$ cat config.mk
export PLATFORM = sky130hd
export DESIGN_NAME = tcdm_filter_cfg_slave
export DESIGN_NICKNAME = d
export VERILOG_FILES = /design/src/rtl/tcdm_filter_cfg_slave.sv
export SDC_FILE = /design/constraint.sdc
export NUM_CORES = 1
export LEC_CHECK = 0
export ABC_AREA = 1
export BUFFER_PORTS_ARGS = -buffer_cell sky130_fd_sc_hd__buf_4
export CAP_MARGIN = 15
export CORE_MARGIN = 2
export CORE_UTILIZATION = 33
export DETAILED_ROUTE_END_ITERATION = 16
export MAX_ROUTING_LAYER = met4
export PLACE_DENSITY = 0.6
export SYNTH_ARGS = -nofsm -noshare
export SYNTH_HDL_FRONTEND = slang
export SYNTH_SLANG_ARGS = --single-unit
$ cat constraint.sdc
create_clock -name clk -period 31.9 [get_ports clk]
set_input_delay 3.19 -clock clk [delete_from_list [all_inputs] [get_ports clk]]
set_output_delay 3.19 -clock clk [all_outputs]
set_load 0.005 [all_outputs]
$ cat src/rtl/tcdm_filter_cfg_slave.sv
// Configuration slave for the TCDM address filter.
// It answers TCDM requests with zero wait states and holds the rule
// registers, the filter enable/lock bits and a small violation log that
// is fed by the filter's error pulse.
module tcdm_filter_cfg_slave #(
    parameter int N_RULES    = 8,
    parameter int DATA_WIDTH = 32,
    parameter int ADDR_WIDTH = 32,
    parameter int BE_WIDTH   = DATA_WIDTH / 8
) (
    input  logic                    clk,
    input  logic                    rst,
    input  logic                    req_i,
    input  logic [ADDR_WIDTH-1:0]   add_i,
    input  logic                    wen_i,
    input  logic [DATA_WIDTH-1:0]   wdata_i,
    input  logic [BE_WIDTH-1:0]     be_i,
    output logic                    gnt_o,
    output logic [DATA_WIDTH-1:0]   r_rdata_o,
    output logic                    r_valid_o,
    input  logic                    err_i,
    input  logic [ADDR_WIDTH-1:0]   err_add_i,
    output logic [N_RULES*32-1:0]   rules_o,
    output logic                    filter_en_o,
    output logic                    irq_o
);

    localparam logic [31:0] BadData = 32'hBADE5505;

    // Register state
    logic                  filterEn_q, filterEn_d;
    logic                  lock_q,     lock_d;
    logic                  irqEn_q,    irqEn_d;
    logic                  pending_q,  pending_d;
    logic                  overflow_q, overflow_d;
    logic [ADDR_WIDTH-1:0] errAddr_q,  errAddr_d;
    logic [15:0]           errCnt_q,   errCnt_d;
    logic [31:0]           rules_q [N_RULES];
    logic [31:0]           rules_d [N_RULES];
    logic                  rValid_q,   rValid_d;
    logic [31:0]           rData_q,    rData_d;
    logic                  irq_q;

    // Decode helpers
    logic [5:0]  regIdx;
    logic        wrEn;
    logic        rdEn;
    logic        stsClr;
    logic        cntClr;
    logic        pendingBase;
    logic        overflowBase;
    logic [15:0] cntBase;
    logic [31:0] readMux;
    logic        unusedAddrBits;

    assign regIdx = add_i[7:2];
    assign wrEn   = req_i & ~wen_i;
    assign rdEn   = req_i & wen_i;
    assign gnt_o  = req_i & ~rst;

    assign unusedAddrBits = ^{add_i[ADDR_WIDTH-1:8], add_i[1:0]};

    // Read multiplexer: value seen by a read issued in the current cycle
    always_comb begin
        readMux = BadData;
        case (regIdx)
            6'd0:    readMux = {29'd0, irqEn_q, lock_q, filterEn_q};
            6'd1:    readMux = {30'd0, overflow_q, pending_q};
            6'd2:    readMux = 32'(errAddr_q);
            6'd3:    readMux = {16'd0, errCnt_q};
            default: begin
                for (int i = 0; i < N_RULES; i++) begin
                    if (regIdx == 6'(i + 4)) begin
                        readMux = rules_q[i];
                    end
                end
            end
        endcase
    end

    // Next-state for control, rules and the violation log (clear before error)
    always_comb begin
        filterEn_d = filterEn_q;
        lock_d     = lock_q;
        irqEn_d    = irqEn_q;
        errAddr_d  = errAddr_q;
        for (int i = 0; i < N_RULES; i++) begin
            rules_d[i] = rules_q[i];
        end

        if (wrEn && !lock_q && regIdx == 6'd0 && be_i[0]) begin
            filterEn_d = wdata_i[0];
            irqEn_d    = wdata_i[2];
            lock_d     = lock_q | wdata_i[1];
        end

        for (int i = 0; i < N_RULES; i++) begin
            if (wrEn && !lock_q && regIdx == 6'(i + 4)) begin
                for (int b = 0; b < 4; b++) begin
                    if (be_i[b]) begin
                        rules_d[i][8*b +: 8] = wdata_i[8*b +: 8];
                    end
                end
            end
        end

        stsClr       = wrEn && regIdx == 6'd1 && be_i[0] && wdata_i[0];
        cntClr       = wrEn && regIdx == 6'd3 && (|be_i);
        pendingBase  = stsClr ? 1'b0 : pending_q;
        overflowBase = stsClr ? 1'b0 : overflow_q;
        cntBase      = cntClr ? 16'd0 : errCnt_q;

        pending_d  = pendingBase;
        overflow_d = overflowBase;
        errCnt_d   = cntBase;
        if (err_i) begin
            if (!pendingBase) begin
                errAddr_d = err_add_i;
                pending_d = 1'b1;
            end else begin
                overflow_d = 1'b1;
            end
            if (cntBase != 16'hFFFF) begin
                errCnt_d = cntBase + 16'd1;
            end
        end

        rValid_d = req_i;
        rData_d  = rdEn ? readMux : 32'd0;
    end

    // State registers with asynchronous reset
    always_ff @(posedge clk or posedge rst) begin
        if (rst) begin
            filterEn_q <= 1'b0;
            lock_q     <= 1'b0;
            irqEn_q    <= 1'b0;
            pending_q  <= 1'b0;
            overflow_q <= 1'b0;
            errAddr_q  <= '0;
            errCnt_q   <= 16'd0;
            for (int i = 0; i < N_RULES; i++) begin
                rules_q[i] <= 32'd0;
            end
            rValid_q   <= 1'b0;
            rData_q    <= 32'd0;
            irq_q      <= 1'b0;
        end else begin
            filterEn_q <= filterEn_d;
            lock_q     <= lock_d;
            irqEn_q    <= irqEn_d;
            pending_q  <= pending_d;
            overflow_q <= overflow_d;
            errAddr_q  <= errAddr_d;
            errCnt_q   <= errCnt_d;
            for (int i = 0; i < N_RULES; i++) begin
                rules_q[i] <= rules_d[i];
            end
            rValid_q   <= rValid_d;
            rData_q    <= rData_d;
            irq_q      <= pending_q & irqEn_q;
        end
    end

    // Flatten the rule array onto the filter-facing vector
    always_comb begin
        for (int i = 0; i < N_RULES; i++) begin
            rules_o[32*i +: 32] = rules_q[i];
        end
    end

    assign r_valid_o   = rValid_q;
    assign r_rdata_o   = DATA_WIDTH'(rData_q);
    assign filter_en_o = filterEn_q;
    assign irq_o       = irq_q;

endmodule
==> results by group, run 1 <==
Worst setup path
  – Peak fanout along the critical path: 2
  – CP bufs+invs: 2
  – CP most frequent cell: buf_4
  – R2r setup slk: 29.21 ns
  – Reg2reg end: rules_o[193]
  – CP top delay family: buffers and inverters
  – Crit path capture type: output pin
  – Reg2reg path depth: 6
  – Critical Path Slowest Stage Cell: buf_4
  – Startpoint Class: input pin
  – WS Path Type: input pin to output pin
  – CP required: 28.71 ns
  – Crit path DAT: about 3.5 ns
  – Worst r2r src: lock_q
  – Slowest stage delay, CP: 0.13 ns
  – Cell Chain, Critical Path: buf_4 -> nor2_1 -> buf_4

Run
  – Max_cap viols: 0

Clocking
  – CTS clk-pin slew, worst paths: 0.06 ns
  – CTS Root Cell: clkbuf_16
  – CTS Hold Bufs: 0
  – Num CTS Buffers: 40
  – Number of gates resized after CTS: 0
  – Worst skew pair latency: 0.56 ns
  – TritonCTS Sinks: 343
  – Max clock buf depth: 3
  – Postcts setup bufs: 0
  – H-tree depth: 2
  – CTS tree: yes

Global routing
  – Met2 GRT Util: 36.9%
  – Pin count of the biggest net entering global routing: 137
  – Grt peak-use layer: met2
  – Vias in the first global route: 13400
  – Global-route wire length before repair: 84.0 mm
  – GR Util met1: 31.3%
  – Remaining global-route overflow: 0
  – Tot GR Track Use: 24.0%
  – Initial antenna violation count: 2
  – Met3 GRT Util: 4.91%

Synthesis
  – YS warnings: 0
  – Synth top area share: 55.8%
  – Net count after synthesis: 1859
  – Async set-reset flop share out of synthesis: 100%
  – Synth Register Bits: 343
  – Most frequent cell after synthesis: nand2_1
  – Most instantiated cells after synthesis: nand2_1, dfrtp_1, o21ai_0
  – Post-synth EDFFs: 0
  – Cell count after synthesis: 1753
  – Avg Synthesized Cell Area: approximately 8.8 µm²
  – Synth area leaders: dfrtp_1, nand2_1, o21ai_0
  – Sequential share of the synthesized area: a little under three fifths
  – Mapped Area: 15400 µm²
  – Yosys cell types: 43
  – Cell taking the most area after synthesis: dfrtp_1
  – Main synth FF type: dfrtp_1

STA
  – RSZ-0062 raised after global routing: no
  – Final setup vio count: 0
  – Post-route clock period utilization: 21.1%
  – Final Max Slew Viols: 0
  – Highest clock rate: 149 MHz
  – Final number of hold-violating endpoints: 0
  – Final setup skew: 0.0165 ns
  – Worst slew margin: 23.7%
  – Fin crit period: 6.73 ns
  – Slack of the critical path: roughly 25 ns
  – Setup TNS: 0 ns
  – Worst hold slack: 0.495 ns
  – Slew @ Worst Pin: ~1.1 ns

Floorplan
  – CORE AREA: 46300 µm²
  – Placement Rows: approximately 80
  – IO Pins: 397
  – Die area: 48400 µm²
  – Die Width: 220 µm
  – Die H: 220 µm
  – Starting density of the core: 33.3%

Drt
  – Routed len/inst: about 21 µm
  – DR vias/cell: roughly 5
  – DRC violations left: 0
  – Vias: 13800
  – First drt pass iteration count: 6
  – Initial DRC Count: 892
  – Routed Antenna Nets: 0
  – Routed WL: 56.6 mm

Cells and area
  – Final core occ: 43.2%
  – Area delta synth->final: 29.7%
  – Layout Nets: 2205
  – Share of layout cells above drive strength 1: a little over a quarter
  – Multi-input gate area: 5920 µm²
  – FILL cells: between 4000 and 5000
  – Sequential cell area: 8580 µm²

Min path
  – Worst hold endpoint: errAddr_q[27]
  – Hold_sp: errAddr_q[27]
  – Hold path depth: 1
  – HP Class: flip-flop to flip-flop

Place
  – GPL Wtd Cong: 0.872
  – Placement Setup Slack: around 25 ns
  – PortBufs: 370
  – Post-DP HPWL: ~41 mm

Pwr
  – Leak pwr: between 10 and 15 nW
  – Pwr dens: 49.0 nW/µm²
  – Max IR drop VDD: 30.0 µV
  – Total Power: 0.978 mW

Status
  – Status: completed
-- worst max path at each step --
stage               start      endpoint  cells past startpoint
detailed placement    rst         gnt_o                      3
CTS                   rst         gnt_o                      3
global placement      rst         gnt_o                      3
finish                rst         gnt_o                      3
floorplan             rst  errAddr_q[0]                      1
global route          rst         gnt_o                      3
-- cells by family after synthesis --
family | Yosys count | share of synthesized area (%)
flip-flops | 343 | 55.8
XOR/XNOR | 3 | 0.171
AND/OR/NAND/NOR | 752 | 21.4
multiplexers | 48 | 3.37
adder cells (fa/ha/maj) | 1 | 0.0813
AO/OA/AOI/OAI | 385 | 13.4
buffers and inverters | 221 | 5.86
-- cell usage in the layout (no fill, tap or decap), types with 2 or more instances in the layout --
| cell type | netlist | layout |
|---|---|---|
| a21oi_1 | 75 | 75 |
| a22o_1 | 6 | 6 |
| a22oi_1 | 8 | 8 |
| a31oi_1 | 8 | 8 |
| buf_4 | 2 | 378 |
| clkbuf_1 | 30 | 9 |
| clkbuf_16 | 0 | 41 |
| clkbuf_8 | 0 | 11 |
| clkinv_2 | 0 | 5 |
| clkinvlp_4 | 0 | 2 |
| dfrtp_1 | 343 | 343 |
| diode_2 | 0 | 2 |
| inv_1 | 133 | 132 |
| inv_2 | 12 | 12 |
| inv_6 | 0 | 2 |
| mux2_1 | 11 | 11 |
| mux2_2 | 20 | 20 |
| mux2i_1 | 17 | 17 |
| nand2_1 | 476 | 476 |
| nand2_2 | 9 | 9 |
| nand3_1 | 27 | 27 |
| nand3_2 | 8 | 8 |
| nand4_1 | 19 | 19 |
| nor2_1 | 113 | 111 |
| nor2_2 | 20 | 21 |
| nor2_4 | 8 | 9 |
| nor3_1 | 23 | 23 |
| nor4_1 | 4 | 4 |
| o2111ai_1 | 12 | 12 |
| o21ai_0 | 220 | 220 |
| o21ai_1 | 32 | 32 |
| o21ai_2 | 3 | 3 |
| o22ai_1 | 20 | 20 |
| or2_2 | 39 | 39 |
| xor2_1 | 2 | 2 |
-- registers in the layout (all words and copies together), names as in the netlist --
signal       count
rules_o        256
errAddr_q       32
r_rdata_o       32
errCnt_q        16
filter_en_o      1
irqEn_q          1
irq_o            1
lock_q           1
overflow_q       1
pending_q        1
r_valid_o        1
-- cell type report --
cell class / instances / share of cell area (%)
antenna: 2 / 0.0251
clock inverter: 10 / 0.439
timing repair buffer: 378 / 14.2
clock buffer: 61 / 6.07
multi-input combinational: 1189 / 29.6
inverter: 147 / 2.81
tap: 607 / 3.80
sequential: 343 / 43.0
-- per-layer routing --
metal | up-vias | wire (µm)
li1 | 6451 | -
met5 | - | 0
met2 | 444 | 26300
met3 | 99 | 3810
met1 | 6790 | 24500
met4 | 0 | 1960
-- where the power goes --
group / internal, mW / switching (mW)
Clock: 0.270 / 0.186
Sequential: 0.446 / 0.00692
Combinational: 0.0242 / 0.0448
Total: 0.740 / 0.238
-- metrics by stage --
stage | instances | area (µm²)
after global placement | 2664 | 18700
after CTS | 2735 | 20000
after floorplan | 1753 | 15400
after detailed placement | 2664 | 18700
after global routing | 2737 | 20000
final | 2737 | 20000
No activity file was read; power rests on OpenSTA's default activity.
==> inputs of run 2 (changes only) <==
==> constraint.sdc (replaced) <==
create_clock -name clk -period 6.4 [get_ports clk]
set_input_delay 0.64 -clock clk [delete_from_list [all_inputs] [get_ports clk]]
set_output_delay 0.64 -clock clk [all_outputs]
set_load 0.005 [all_outputs]
==> run 2 against run 1 <==
Combinational power increased to 5.0 times the previous value. Die area unchanged. Setup slack got worse by 22 ns. Utilization about the same. Total power increased to 5.0 times the previous value. Non-clock buffer count increased by 2. Final area about the same. Sequential power increased to 5.0 times the previous value. Clock power increased to 5.0 times the previous value. Clock skew decreased by 0.0019 ns. Count of clock-buffer cells in the layout decreased by 5. Critical path type is now input pin to flip-flop. Largest cell class unchanged. Highest routed layer unchanged.
==> results by group, run 2 (synthesis gave the netlist of run 1 again) <==
Floorplan
  – IO Pins: 397 (unchanged)
  – Die H: 220 µm (unchanged)
  – Starting density of the core: 33.3% (unchanged)
  – Placement Rows: 79 (unchanged)
  – Die area: 48400 µm² (unchanged)
  – Die Width: 220 µm (unchanged)
  – CORE AREA: 46300 µm² (unchanged)

Clocking
  – Num CTS Buffers: 39 (was 40)
  – CTS Root Cell: clkbuf_16 (unchanged)
  – H-tree depth: 2 (unchanged)
  – TritonCTS Sinks: 343 (unchanged)
  – CTS Hold Bufs: 0 (unchanged)
  – CTS tree: yes (unchanged)
  – Worst skew pair latency: 0.56 ns (about the same)
  – CTS clk-pin slew, worst paths: 0.06 ns (about the same)
  – Max clock buf depth: 3 (unchanged)
  – Postcts setup bufs: 0 (unchanged)
  – Number of gates resized after CTS: 0 (unchanged)

STA
  – Fin crit period: a little over 3 ns
  – Highest clock rate: around 330 MHz
  – Final setup vio count: 0 (unchanged)
  – Post-route clock period utilization: 47.3%
  – Final number of hold-violating endpoints: 0 (unchanged)
  – Final setup skew: 0.0147 ns (was 0.0165 ns)
  – RSZ-0062 raised after global routing: no (unchanged)
  – Setup TNS: 0 ns (unchanged)
  – Slack of the critical path: 3.37 ns (was 25.17 ns)
  – Worst slew margin: 30.6% (was 23.7%)
  – Slew @ Worst Pin: 1.04 ns (was 1.14 ns)
  – Final Max Slew Viols: 0 (unchanged)

Global routing
  – Initial antenna violation count: 1 (was 2)
  – Vias in the first global route: 13400 (about the same)
  – Global-route wire length before repair: 83.5 mm (was 84.0 mm)
  – Remaining global-route overflow: 0 (unchanged)
  – Pin count of the biggest net entering global routing: 163 (was 137)
  – Tot GR Track Use: 23.9% (was 24.0%)

Pwr
  – Max IR drop VDD: 160 µV (was 30.0 µV)
  – Pwr dens: 245 nW/µm² (was 49.0 nW/µm²)
  – Total Power: 4.89 mW (was 0.978 mW)
  – Leak pwr: 10.2 nW (about the same)

Drt
  – Vias: 13600 (was 13800)
  – Routed WL: 56.4 mm (was 56.6 mm)
  – Initial DRC Count: 939 (was 892)
  – Routed len/inst: 20.6 µm (was 20.7 µm)
  – DRC violations left: 0 (unchanged)
  – Routed Antenna Nets: 0 (unchanged)
  – DR vias/cell: 4.98 (was 5.04)
  – First drt pass iteration count: 5 (was 6)

Worst setup path
  – Crit path DAT: 3.49 ns (was 3.54 ns)
  – WS Path Type: input pin to flip-flop (was input pin to output pin)
  – CP required: 6.86 ns (was 28.71 ns)
  – Startpoint Class: input pin (unchanged)
  – Crit path capture type: flip-flop (was output pin)
  – Peak fanout along the critical path: 24 (was 2)

Cells and area
  – Max reg flops: 256 (unchanged)
  – Area delta synth->final: 29.7% (about the same)
  – Most common cell after layout, fill and taps aside: nand2_1 (unchanged)
  – Layout Nets: 2206 (was 2205)
  – Most frequent cells in the layout: nand2_1, buf_4, dfrtp_1, o21ai_0, inv_1 (unchanged)
  – Share of layout cells above drive strength 1: 26.6% (was 26.7%)

Place
  – Placement Setup Slack: 2.82 ns (was 25.18 ns)
  – GPL Wtd Cong: 0.879 (was 0.872)
  – Post-DP HPWL: 40.7 mm (about the same)
  – PortBufs: 370 (unchanged)

Status
  – Status: completed (unchanged)

Run
  – Max_cap viols: 0 (unchanged)

Min path
  – HP Class: input pin to flip-flop (was flip-flop to flip-flop)
-- run 2: cell type report --
class                   count  area (µm²)
clock inverters            12         174
clock buffers              56        1110
inverters                 147         558
multi-input cells        1189        5910
flip-flops and latches    343        8580
repair buffers            380        2870
fillers                  4579       26300
well taps                 607         759
diodes                      2        5.00
-- run 2: stage by stage --
stage               utilization (%)  hold slack (ns)  cells  area (µm²)
floorplan                         -            0.454   1753       15400
global placement               40.4            0.474   2666       18700
detailed placement             40.4            0.483   2666       18700
CTS                            43.2            0.195   2734       20000
global route                   43.2            0.205   2735       20000
finish                         43.2            0.227   2736       20000
-- run 2: where the power goes --
| group | internal [mW] | leakage (nW) | total [mW] | switching (mW) |
|---|---|---|---|---|
| combinational | 0.121 | 4.99 | 0.343 | 0.221 |
| clock | 1.37 | 0.629 | 2.29 | 0.920 |
| sequential | 2.22 | 4.60 | 2.26 | 0.0340 |
| total | 3.71 | 10.2 | 4.89 | 1.18 |
-- run 2: critical path, cell delays in order --
cell	delay (ns)
buf_4	0.12
nor2_4	0.25
nand3_2	0.16
nor2_4	0.61
inv_2	0.47
nor2_2	0.46
nand2_1	0.45
o21ai_0	0.30
-- run 2: final timing paths --
check / from / endpoint / slack (ns) / cells after the start
hold reg to reg: errAddr_q[27] / errAddr_q[27] / 0.50 / 1
hold / removal: req_i / r_valid_o / 0.23 / 1
setup / recovery: add_i[7] / rules_o[203] / 3.37 / 8
min in group asynchronous: rst / r_valid_o / 0.29 / 2
setup reg to reg: lock_q / rules_o[40] / 4.16 / 5
max in group asynchronous: rst / rules_o[80] / 4.62 / 3
-- run 2: metal layers --
metal  GRT usage (%)  vias up  share of wire [%]
li1                -     6439                  -
met1            31.2     6642                 44
met2            36.9      472                 46
met3            4.87       84                7.0
met4            8.52        0                3.1
met5               -        -                  0
